[src/rtl/mips_bus_access_unit.sv]
// mips_bus_access_unit
//   Bus master between the multicycle MIPS datapath and the Avalon-style
//   memory bus. Arbitrates fetch vs. data requests (data wins), holds the
//   bus cycle stable across waitrequest, builds byte lanes for sub-word
//   stores, extends load data and reports misalignment / bus timeout.
//
// Ports
//   clk, reset        : clock, synchronous active-high reset
//   if_req/if_addr    : fetch request in; if_ready/if_instr/if_err out
//   d_req/d_we/d_size/d_signed/d_addr/d_wdata : data request in
//   d_ready/d_rdata/d_err : data response out
//   address/read/write/byteenable/writedata   : bus master outputs
//   waitrequest/readdata                      : bus slave inputs

// One byte lane of the store path: lane enable and the byte routed onto it.
module mbau_lane #(
    parameter int LANE  = 0,
    parameter int VEC_W = 8
) (
    input  logic [1:0]       i_size,
    input  logic [1:0]       i_off,
    input  logic [4*VEC_W-1:0] i_wdata,
    output logic             o_be,
    output logic [VEC_W-1:0] o_byte
);
    localparam logic [1:0] L = LANE[1:0];

    always_comb begin
        o_be   = 1'b1;
        o_byte = i_wdata[VEC_W*LANE +: VEC_W];
        case (i_size)
            2'b00: begin
                o_be   = (i_off == L);
                o_byte = i_wdata[VEC_W-1:0];
            end
            2'b01: begin
                // half selects upper or lower lane pair by offset bit 1
                o_be   = (i_off[1] == L[1]);
                o_byte = i_wdata[VEC_W*(LANE%2) +: VEC_W];
            end
            default: ;
        endcase
    end
endmodule

module mips_bus_access_unit #(
    parameter int TIMEOUT_CYCLES = 1024
) (
    input  logic        clk,
    input  logic        reset,
    input  logic        if_req,
    input  logic [31:0] if_addr,
    output logic        if_ready,
    output logic [31:0] if_instr,
    output logic        if_err,
    input  logic        d_req,
    input  logic        d_we,
    input  logic [1:0]  d_size,
    input  logic        d_signed,
    input  logic [31:0] d_addr,
    input  logic [31:0] d_wdata,
    output logic        d_ready,
    output logic [31:0] d_rdata,
    output logic        d_err,
    output logic [31:0] address,
    output logic        read,
    output logic        write,
    output logic [3:0]  byteenable,
    output logic [31:0] writedata,
    input  logic        waitrequest,
    input  logic [31:0] readdata
);
    localparam int NUM_LANES = 4;
    localparam int VEC_W     = 8;
    localparam int CW        = (TIMEOUT_CYCLES > 1) ? $clog2(TIMEOUT_CYCLES) : 1;
    localparam logic [CW-1:0] TO_LAST = CW'(TIMEOUT_CYCLES - 1);

    typedef enum logic [1:0] {IDLE, BUS_RD, BUS_WR, RESP} state_t;

    // Attributes of the transaction in flight, needed again at completion.
    typedef struct packed {
        logic       is_d;
        logic [1:0] size;
        logic       sgn;
        logic [1:0] off;
    } xact_t;

    state_t      r_state, w_state;
    xact_t       r_x, w_x;
    logic [31:0] r_address, w_address;
    logic        r_read, w_read;
    logic        r_write, w_write;
    logic [3:0]  r_be, w_be;
    logic [31:0] r_wdata, w_wdata;
    logic [31:0] r_rdata, w_rdata;
    logic        r_err, w_err;
    logic [CW-1:0] r_cnt, w_cnt;

    // Selected request (data has priority over fetch)
    logic [31:0] w_req_addr;
    logic [1:0]  w_req_size;
    logic        w_misalign;

    logic [NUM_LANES-1:0]            w_lane_be;
    logic [NUM_LANES-1:0][VEC_W-1:0] w_lane_byte;

    always_comb begin
        w_req_addr = d_req ? d_addr : if_addr;
        w_req_size = d_req ? d_size : 2'b10;
        case (w_req_size)
            2'b00:   w_misalign = 1'b0;
            2'b01:   w_misalign = w_req_addr[0];
            default: w_misalign = (w_req_addr[1:0] != 2'b00);
        endcase
    end

    genvar gi;
    generate
        for (gi = 0; gi < NUM_LANES; gi++) begin : g_lane
            mbau_lane #(.LANE(gi), .VEC_W(VEC_W)) u_lane (
                .i_size  (w_req_size),
                .i_off   (w_req_addr[1:0]),
                .i_wdata (d_wdata),
                .o_be    (w_lane_be[gi]),
                .o_byte  (w_lane_byte[gi])
            );
        end
    endgenerate

    function automatic logic [31:0] extract(input logic [31:0] rd, input xact_t x);
        logic [31:0] sh;
        sh = rd >> {x.off, 3'b000};
        if (!x.is_d) return rd;
        case (x.size)
            2'b00:   return {{24{x.sgn & sh[7]}},  sh[7:0]};
            2'b01:   return {{16{x.sgn & sh[15]}}, sh[15:0]};
            default: return rd;
        endcase
    endfunction

    always_comb begin
        w_state   = r_state;
        w_x       = r_x;
        w_address = r_address;
        w_read    = r_read;
        w_write   = r_write;
        w_be      = r_be;
        w_wdata   = r_wdata;
        w_rdata   = r_rdata;
        w_err     = r_err;
        w_cnt     = r_cnt;
        case (r_state)
            IDLE: begin
                if (d_req || if_req) begin
                    w_x.is_d = d_req;
                    w_x.size = w_req_size;
                    w_x.sgn  = d_req & d_signed;
                    w_x.off  = w_req_addr[1:0];
                    w_cnt    = '0;
                    if (w_misalign) begin
                        w_state = RESP;
                        w_err   = 1'b1;
                        w_rdata = '0;
                    end else begin
                        w_err     = 1'b0;
                        w_address = {w_req_addr[31:2], 2'b00};
                        w_be      = w_lane_be;
                        w_wdata   = w_lane_byte;
                        if (d_req && d_we) begin
                            w_write = 1'b1;
                            w_state = BUS_WR;
                        end else begin
                            w_read  = 1'b1;
                            w_state = BUS_RD;
                        end
                    end
                end
            end
            BUS_RD, BUS_WR: begin
                if (!waitrequest) begin
                    w_read  = 1'b0;
                    w_write = 1'b0;
                    w_state = RESP;
                    w_rdata = (r_state == BUS_RD) ? extract(readdata, r_x) : '0;
                end else if (TIMEOUT_CYCLES != 0 && r_cnt == TO_LAST) begin
                    w_read  = 1'b0;
                    w_write = 1'b0;
                    w_state = RESP;
                    w_err   = 1'b1;
                    w_rdata = '0;
                end else begin
                    w_cnt = r_cnt + 1'b1;
                end
            end
            RESP: w_state = IDLE;
            default: w_state = IDLE;
        endcase
    end

    always_ff @(posedge clk) begin
        if (reset) begin
            r_state   <= IDLE;
            r_x       <= '0;
            r_address <= '0;
            r_read    <= 1'b0;
            r_write   <= 1'b0;
            r_be      <= '0;
            r_wdata   <= '0;
            r_rdata   <= '0;
            r_err     <= 1'b0;
            r_cnt     <= '0;
        end else begin
            r_state   <= w_state;
            r_x       <= w_x;
            r_address <= w_address;
            r_read    <= w_read;
            r_write   <= w_write;
            r_be      <= w_be;
            r_wdata   <= w_wdata;
            r_rdata   <= w_rdata;
            r_err     <= w_err;
            r_cnt     <= w_cnt;
        end
    end

    assign address    = r_address;
    assign read       = r_read;
    assign write      = r_write;
    assign byteenable = r_be;
    assign writedata  = r_wdata;
    assign if_ready   = (r_state == RESP) & ~r_x.is_d;
    assign d_ready    = (r_state == RESP) &  r_x.is_d;
    assign if_err     = if_ready & r_err;
    assign d_err      = d_ready & r_err;
    assign if_instr   = r_rdata;
    assign d_rdata    = r_rdata;
endmodule

[config.mk]
export PLATFORM = sky130hd
export DESIGN_NAME = mips_bus_access_unit
export DESIGN_NICKNAME = d
export VERILOG_FILES = /design/src/rtl/mips_bus_access_unit.sv
export SDC_FILE = /design/constraint.sdc
export NUM_CORES = 1
export LEC_CHECK = 0
export CORE_UTILIZATION = 38
export DETAILED_ROUTE_END_ITERATION = 8
export PLACE_DENSITY = 0.86
export SLEW_MARGIN = 10
export SYNTH_ARGS = -nofsm -noshare
export SYNTH_HDL_FRONTEND = slang
export SYNTH_SLANG_ARGS = --single-unit
[constraint.sdc]
create_clock -name clk -period 2.2 [get_ports clk]
set_input_delay 0.44 -clock clk [delete_from_list [all_inputs] [get_ports clk]]
set_output_delay 0.44 -clock clk [all_outputs]
set_load 0.03 [all_outputs]
# Yosys cells after proc, flatten, opt, wreduce, memory -nomap -nowiden
# Index checks and enable logic that the tools add are counted.
dict set report totals {
  output_inout_bits 138
  latchBits 0
  regBits 119
  elab_cells 108
  romBits 0
  ramBits 0
  input_bits 137
  memories 0
}
dict set report op_classes {
  addsub 1
  n_mul 0
  reduce_logical 18
  bitwise 10
  shifts 1
  magnitude_cmp 0
  n_mux 47
  eq_ne 18
  n_div 0
}
# operator count
set ops {}
lappend ops {{32-bit two-way mux} 8}
lappend ops {{32-bit case mux with 2 select lines} 2}
lappend ops {{32-bit by 5-bit right shift with 16-bit output} 1}
lappend ops {{10-bit two-way mux} 3}
lappend ops {{10-bit case mux with 2 select lines} 1}
lappend ops {{8-bit two-way mux} 2}
lappend ops {{2-bit != test (second input constant)} 8}
lappend ops {{1-bit case mux with 2 select lines} 8}
lappend ops {{8-bit case mux with 2 select lines} 1}
lappend ops {{1-bit two-way mux} 15}
lappend ops {{2-bit two-way mux} 6}
lappend ops {{4-bit AND reduction} 3}
lappend ops {{10-bit by 1-bit adder with 10-bit output (second input constant)} 1}
lappend ops {{10-bit equality test (second input constant)} 1}
lappend ops {{5-bit AND reduction} 2}
lappend ops {{2-bit by 1-bit equality test with 1-bit output (second input constant)} 4}
lappend ops {{2-bit equality test (second input constant)} 4}
lappend ops {{2-bit zero test} 4}
lappend ops {{1-bit bitwise AND} 7}
lappend ops {{2-bit case mux with 3 select lines} 1}
lappend ops {{2-bit AND reduction} 2}
lappend ops {{2-bit nonzero test} 2}
lappend ops {{2-bit OR reduction} 2}
lappend ops {{3-bit != test (second input constant)} 1}
lappend ops {{4 further kinds} 6}

# Logic depth before layout (Yosys ltp)
dict set report depth {
  depth_word 7
  mapped_depth 10
  depth_no_buf 7
}

# Hierarchy
# From an unflattened synthesis, not the netlist that was laid out.
dict set report hier_totals {
  cells_unflattened 726
  hier_area_um2 6216.0
}
# mod n_inst seq_area_each_um2 area_per_inst_um2 cells_per_inst
set modules_own_cells {}
lappend modules_own_cells {mips_bus_access_unit 1 2382.3 5699.2 666}
lappend modules_own_cells {{mbau_lane at g_lane[3].u_lane} 1 0.0 183.9 28}
lappend modules_own_cells {{mbau_lane at g_lane[2].u_lane} 1 0.0 146.4 11}
lappend modules_own_cells {{mbau_lane at g_lane[1].u_lane} 1 0.0 112.6 11}
lappend modules_own_cells {{mbau_lane at g_lane[0].u_lane} 1 0.0 73.8 10}

# Worst setup path after synthesis
# Ideal clock, no wire load.
dict set report synth_path {
  kind {register -> register}
  start {register r_state[0]}
  end {register r_rdata[22] (netlist: d_rdata[22])}
  synth_period_minus_slack_ns 2.027
  stages_incl_launch_ff 11
  arrival_ns 1.967
  setup_slack_ns 0.173
  path_cell_list {dfxtp_1 > inv_1 > ha_1 > buf_2 > nor4bb_1 > nand2_1 > a21oi_2 > and4b_1 > buf_6 > buf_6 > a221o_1}
}
dict set report synth_via {
  elab_chain_len 4
  word_cells_on_any_way 12
}
# element line
set synth_lines {}
lappend synth_lines {{from (decl)} 88} ;# state_t r_state, w_state;
lappend synth_lines {{from (signal assigned)} 213} ;# r_state <= w_state;
lappend synth_lines {{2-bit by 1-bit equality test with 1-bit output or 2-bit equality test (tied branches)} {152, 184}}
lappend synth_lines {{2-bit OR reduction or 32-bit two-way mux (tied branches)} {152, 184}}
lappend synth_lines {{3-bit != test (no line), or another cell as far along} --}
lappend synth_lines {{4-bit AND reduction (no line) or 32-bit case mux with 2 select lines (tied branches)} --}
lappend synth_lines {{to (signal assigned)} 220} ;# r_rdata <= w_rdata;
lappend synth_lines {{to (decl)} 95} ;# logic [31:0] r_rdata, w_rdata;
# Several ways; a longest one is shown, not always the timed one.
# A chain may end at the register's enable or synchronous reset.

# Worst setup path after layout
dict set report layout_path {
  start {register r_cnt[0]}
  end {register r_rdata[31] (netlist: d_rdata[31])}
}
dict set report layout_via {
  elab_chain_len 3
}
# element line
set layout_lines {}
lappend layout_lines {{from (decl)} 97} ;# logic [CW-1:0] r_cnt, w_cnt;
lappend layout_lines {{from (signal assigned)} 222} ;# r_cnt <= w_cnt;
lappend layout_lines {{10-bit equality test} 185} ;# end else if (TIMEOUT_CYCLES != 0 && r_cnt == TO_LAST) begin
lappend layout_lines {{3-bit != test (no line)} --}
lappend layout_lines {{4-bit AND reduction (no line)} --}
# No other way between the ends.

==> run metrics <==
fmax=482 MHz; floorplan row count=45; via count=6102; post-synthesis sequential area ratio=39.8%; VDD IR max=0.623 mV; area grow syn2layout=59.2%; vias in the first global route=roughly 5800; vias per std cell=approximately 5.2; IO Pins=275; Finished Layout Cells=1169; first-pass GRT wire length=29.9 mm; crit end category=flop; share of layout cells above drive strength 1=10.6%; CTS root buf=clkbuf_16; ant diodes=0; Max Transition Viols Final=0; flops & latches, synth=119; CTS sink count=around 120; CP Max Fanout=27; CTS Buffer Depth=2; power density cells=948 nW/um2; Max-slew headroom=approximately two fifths; htree depth=4; top cells by area, synth=dfxtp_1 40%, mux2i_1 8.2%, nand2_1 4.9%; pre-CTS setup slack=-0.341 ns; port buffer count=between 200 and 300; leakage=0.00353 uW; top-area cell type share of the netlist area=39.8%; antenna violations before repair=0; fill count=1278; Distinct cells, synth=between 50 and 60; drt pass-1 iters=5; critical path required time=2.49 ns; Post-CTS Hold Buffers=0; Layout Skew=approximately 0.008 ns; post-route ant nets=0; status=complete, no violations; clk_lat worst skew=roughly 0.41 ns; clock transition at the registers of the reported paths=approximately 0.050 ns; CTS tree=done; critical path, cell by cell=ha_1, inv_1, o311ai_4, and2_2, a21oi_2, buf_12, a221o_1; worst slew pin tran=0.901 ns; multi-input logic area=3090 um2; Worst Path Arrival=2.37 ns; slowest stage cell, crit path=dfxtp_1; endpoints failing hold=0; Initial DRC Count=482; RSZ-0062 raised after global routing=false; top cell type by total area after synthesis=dfxtp_1; worst min path class=in -> reg; global route overflow=0; Placer Congestion=0.827; r2r setup slk=0.12 ns; Die ar.=approximately 16000 um2; Final setup viols=0; Mapped Cells=between 600 and 700; Main synth FF type=dfxtp_1; final worst-path cycle share=a little over nine tenths; Max Cap Violations=0; Core Footprint=15300 um2; largest net degree at the start of global routing=84; Die X=128 um; HPWL after DPL=14.1 mm; critical path class=reg -> reg; initial core utilization=39.1%; number of synthesized flops with an enable pin=0; Fin Setup TNS=0 ns; Worst Slack Setup Final=0.123 ns; Post-Route Utilization=between 60% and 70%; DRT Wirelength=about 19 mm; Syn. warnings=0; gr usage total=23.7%; Syn Area/Cell=8.63 um2; Residual DRC=0; ys async rst share=0%; DR WL/cell=16.3 um; Startpoint Class=flop; DP Cell Count=1138; Min Clock Period, post-route=about 2.1 ns; fin nets=1087; die height=128 um; Register Area=2380 um2; Cell Area, Synth=5990 um2; CTS Buf Count=17; largest stage delay on the critical path=0.39 ns
[where the power goes]
part | internal [uW] | switching, uW | total (uW)
combinational | 1520 | 1910 | 3440
clock | 1970 | 964 | 2940
sequential | 2460 | 205 | 2670
total | 5960 | 3080 | 9040
[layout by cell type, fill, tap and decap left out, types with 3 or more instances in the layout]
| cell | count |
|---|---|
| xnor2_1 | 3 |
| clkbuf_8 | 3 |
| clkbuf_1 | 3 |
| or3_1 | 5 |
| nor2b_1 | 13 |
| dlygate4sd2_1 | 3 |
| a31oi_1 | 8 |
| a22oi_1 | 7 |
| a311oi_1 | 19 |
| dfxtp_1 | 119 |
| mux2i_1 | 49 |
| mux2_2 | 8 |
| nor3b_1 | 4 |
| o2bb2ai_1 | 7 |
| nor2_1 | 67 |
| a221o_1 | 16 |
| nand4_1 | 4 |
| buf_4 | 46 |
| inv_1 | 6 |
| and3_1 | 3 |
| bufinv_16 | 4 |
| a21oi_1 | 40 |
| o211ai_1 | 8 |
| nand2_1 | 79 |
| a22o_1 | 9 |
| clkdlybuf4s50_1 | 266 |
| nor3_1 | 3 |
| and2_1 | 4 |
| ha_1 | 4 |
| buf_12 | 5 |
| nand2b_1 | 4 |
| clkbuf_16 | 17 |
| a211oi_1 | 35 |
| o21ai_0 | 40 |
| nand3_1 | 7 |
[synthesized netlist by cell type, types with 6 or more instances]
| master | count |
|---|---|
| nand3_1 | 7 |
| a211oi_1 | 35 |
| nand2_1 | 79 |
| nor2b_1 | 14 |
| dfxtp_1 | 119 |
| buf_1 | 6 |
| buf_4 | 35 |
| a22o_1 | 9 |
| nor2_1 | 69 |
| a311oi_1 | 19 |
| a221o_1 | 16 |
| inv_1 | 6 |
| a31oi_1 | 8 |
| clkbuf_1 | 30 |
| mux2i_1 | 49 |
| buf_2 | 18 |
| a21oi_1 | 40 |
| o211ai_1 | 8 |
| o21ai_0 | 41 |
| a22oi_1 | 7 |
| mux2_2 | 8 |
| o2bb2ai_1 | 7 |
[cells by family (layout without fill, tap and decap cells)]
kind of cell    count (synthesis)  in the layout  share of synthesized area (%)
other cells                     1              2                         0.0626
xor+xnor                        5              5                          0.731
mux                            58             58                           10.1
buf+inv                        97            360                           8.90
flops                         119            119                           39.8
fa+ha+maj                       5              5                           1.00
compound gates                205            205                           24.1
simple gates                  204            204                           15.4
[cell type report]
| class | instances | area share (%) |
|---|---|---|
| multi-input cells | 479 | 32.4 |
| clock buffers | 23 | 5.01 |
| inverters | 6 | 0.236 |
| clock inverters | 8 | 1.52 |
| well taps | 211 | 2.77 |
| flip-flops and latches | 119 | 25.0 |
| repair buffers | 323 | 33.1 |
[timing repair]
action	in CTS	in global routing
resized for setup	5	3
setup buffers	0	0
setup endpoints to repair	12	11
[sequential cells by signal (all words and copies together), names as in the netlist]
| signal | flops |
|---|---|
| r_err | 1 |
| read | 1 |
| write | 1 |
| d_rdata | 32 |
| writedata | 32 |
| r_x | 6 |
| address | 30 |
| byteenable | 4 |
| r_state | 2 |
| r_cnt | 10 |
[worst max-delay path: cells and delay by family (launching register included)]
| family | cells | cell delay (ns) |
|---|---|---|
| compound gates | 3 | 0.79 |
| flops | 1 | 0.39 |
| buf+inv | 2 | 0.31 |
| fa+ha+maj | 1 | 0.24 |
| simple gates | 1 | 0.23 |
[stage by stage]
stage          hold slack [ns]  cell area, um2  power, uW
5_1_grt                  0.453            9540       9480
3_3_place_gp             0.443            8920       6060
6_report                 0.435            9540       9040
4_1_cts                  0.417            9540       9090
3_5_place_dp             0.447            8920       6120
2_1_floorplan            0.441            6000       4700
[worst paths after layout]
kind,start,endpoint,depth (start not counted)
worst max-delay path,r_cnt[0]$_SDFFE_PP0P_,d_rdata[31]$_SDFFE_PP0P_,7
worst min-delay path,d_req,r_x[5]$_SDFFE_PP0P_,3
worst max register to register,r_cnt[0]$_SDFFE_PP0P_,d_rdata[31]$_SDFFE_PP0P_,7
worst min register to register,writedata[29]$_SDFFE_PP0P_,writedata[29]$_SDFFE_PP0P_,2
[metal layers]
metal,up-vias,track usage (%),routed length (um)
met5,-,0,0
met4,0,10.6,513
met3,41,7.62,1490
met2,270,40.6,9430
met1,2805,26.8,7670
li1,2986,-,-
No activity file was read; power rests on OpenSTA's default activity.
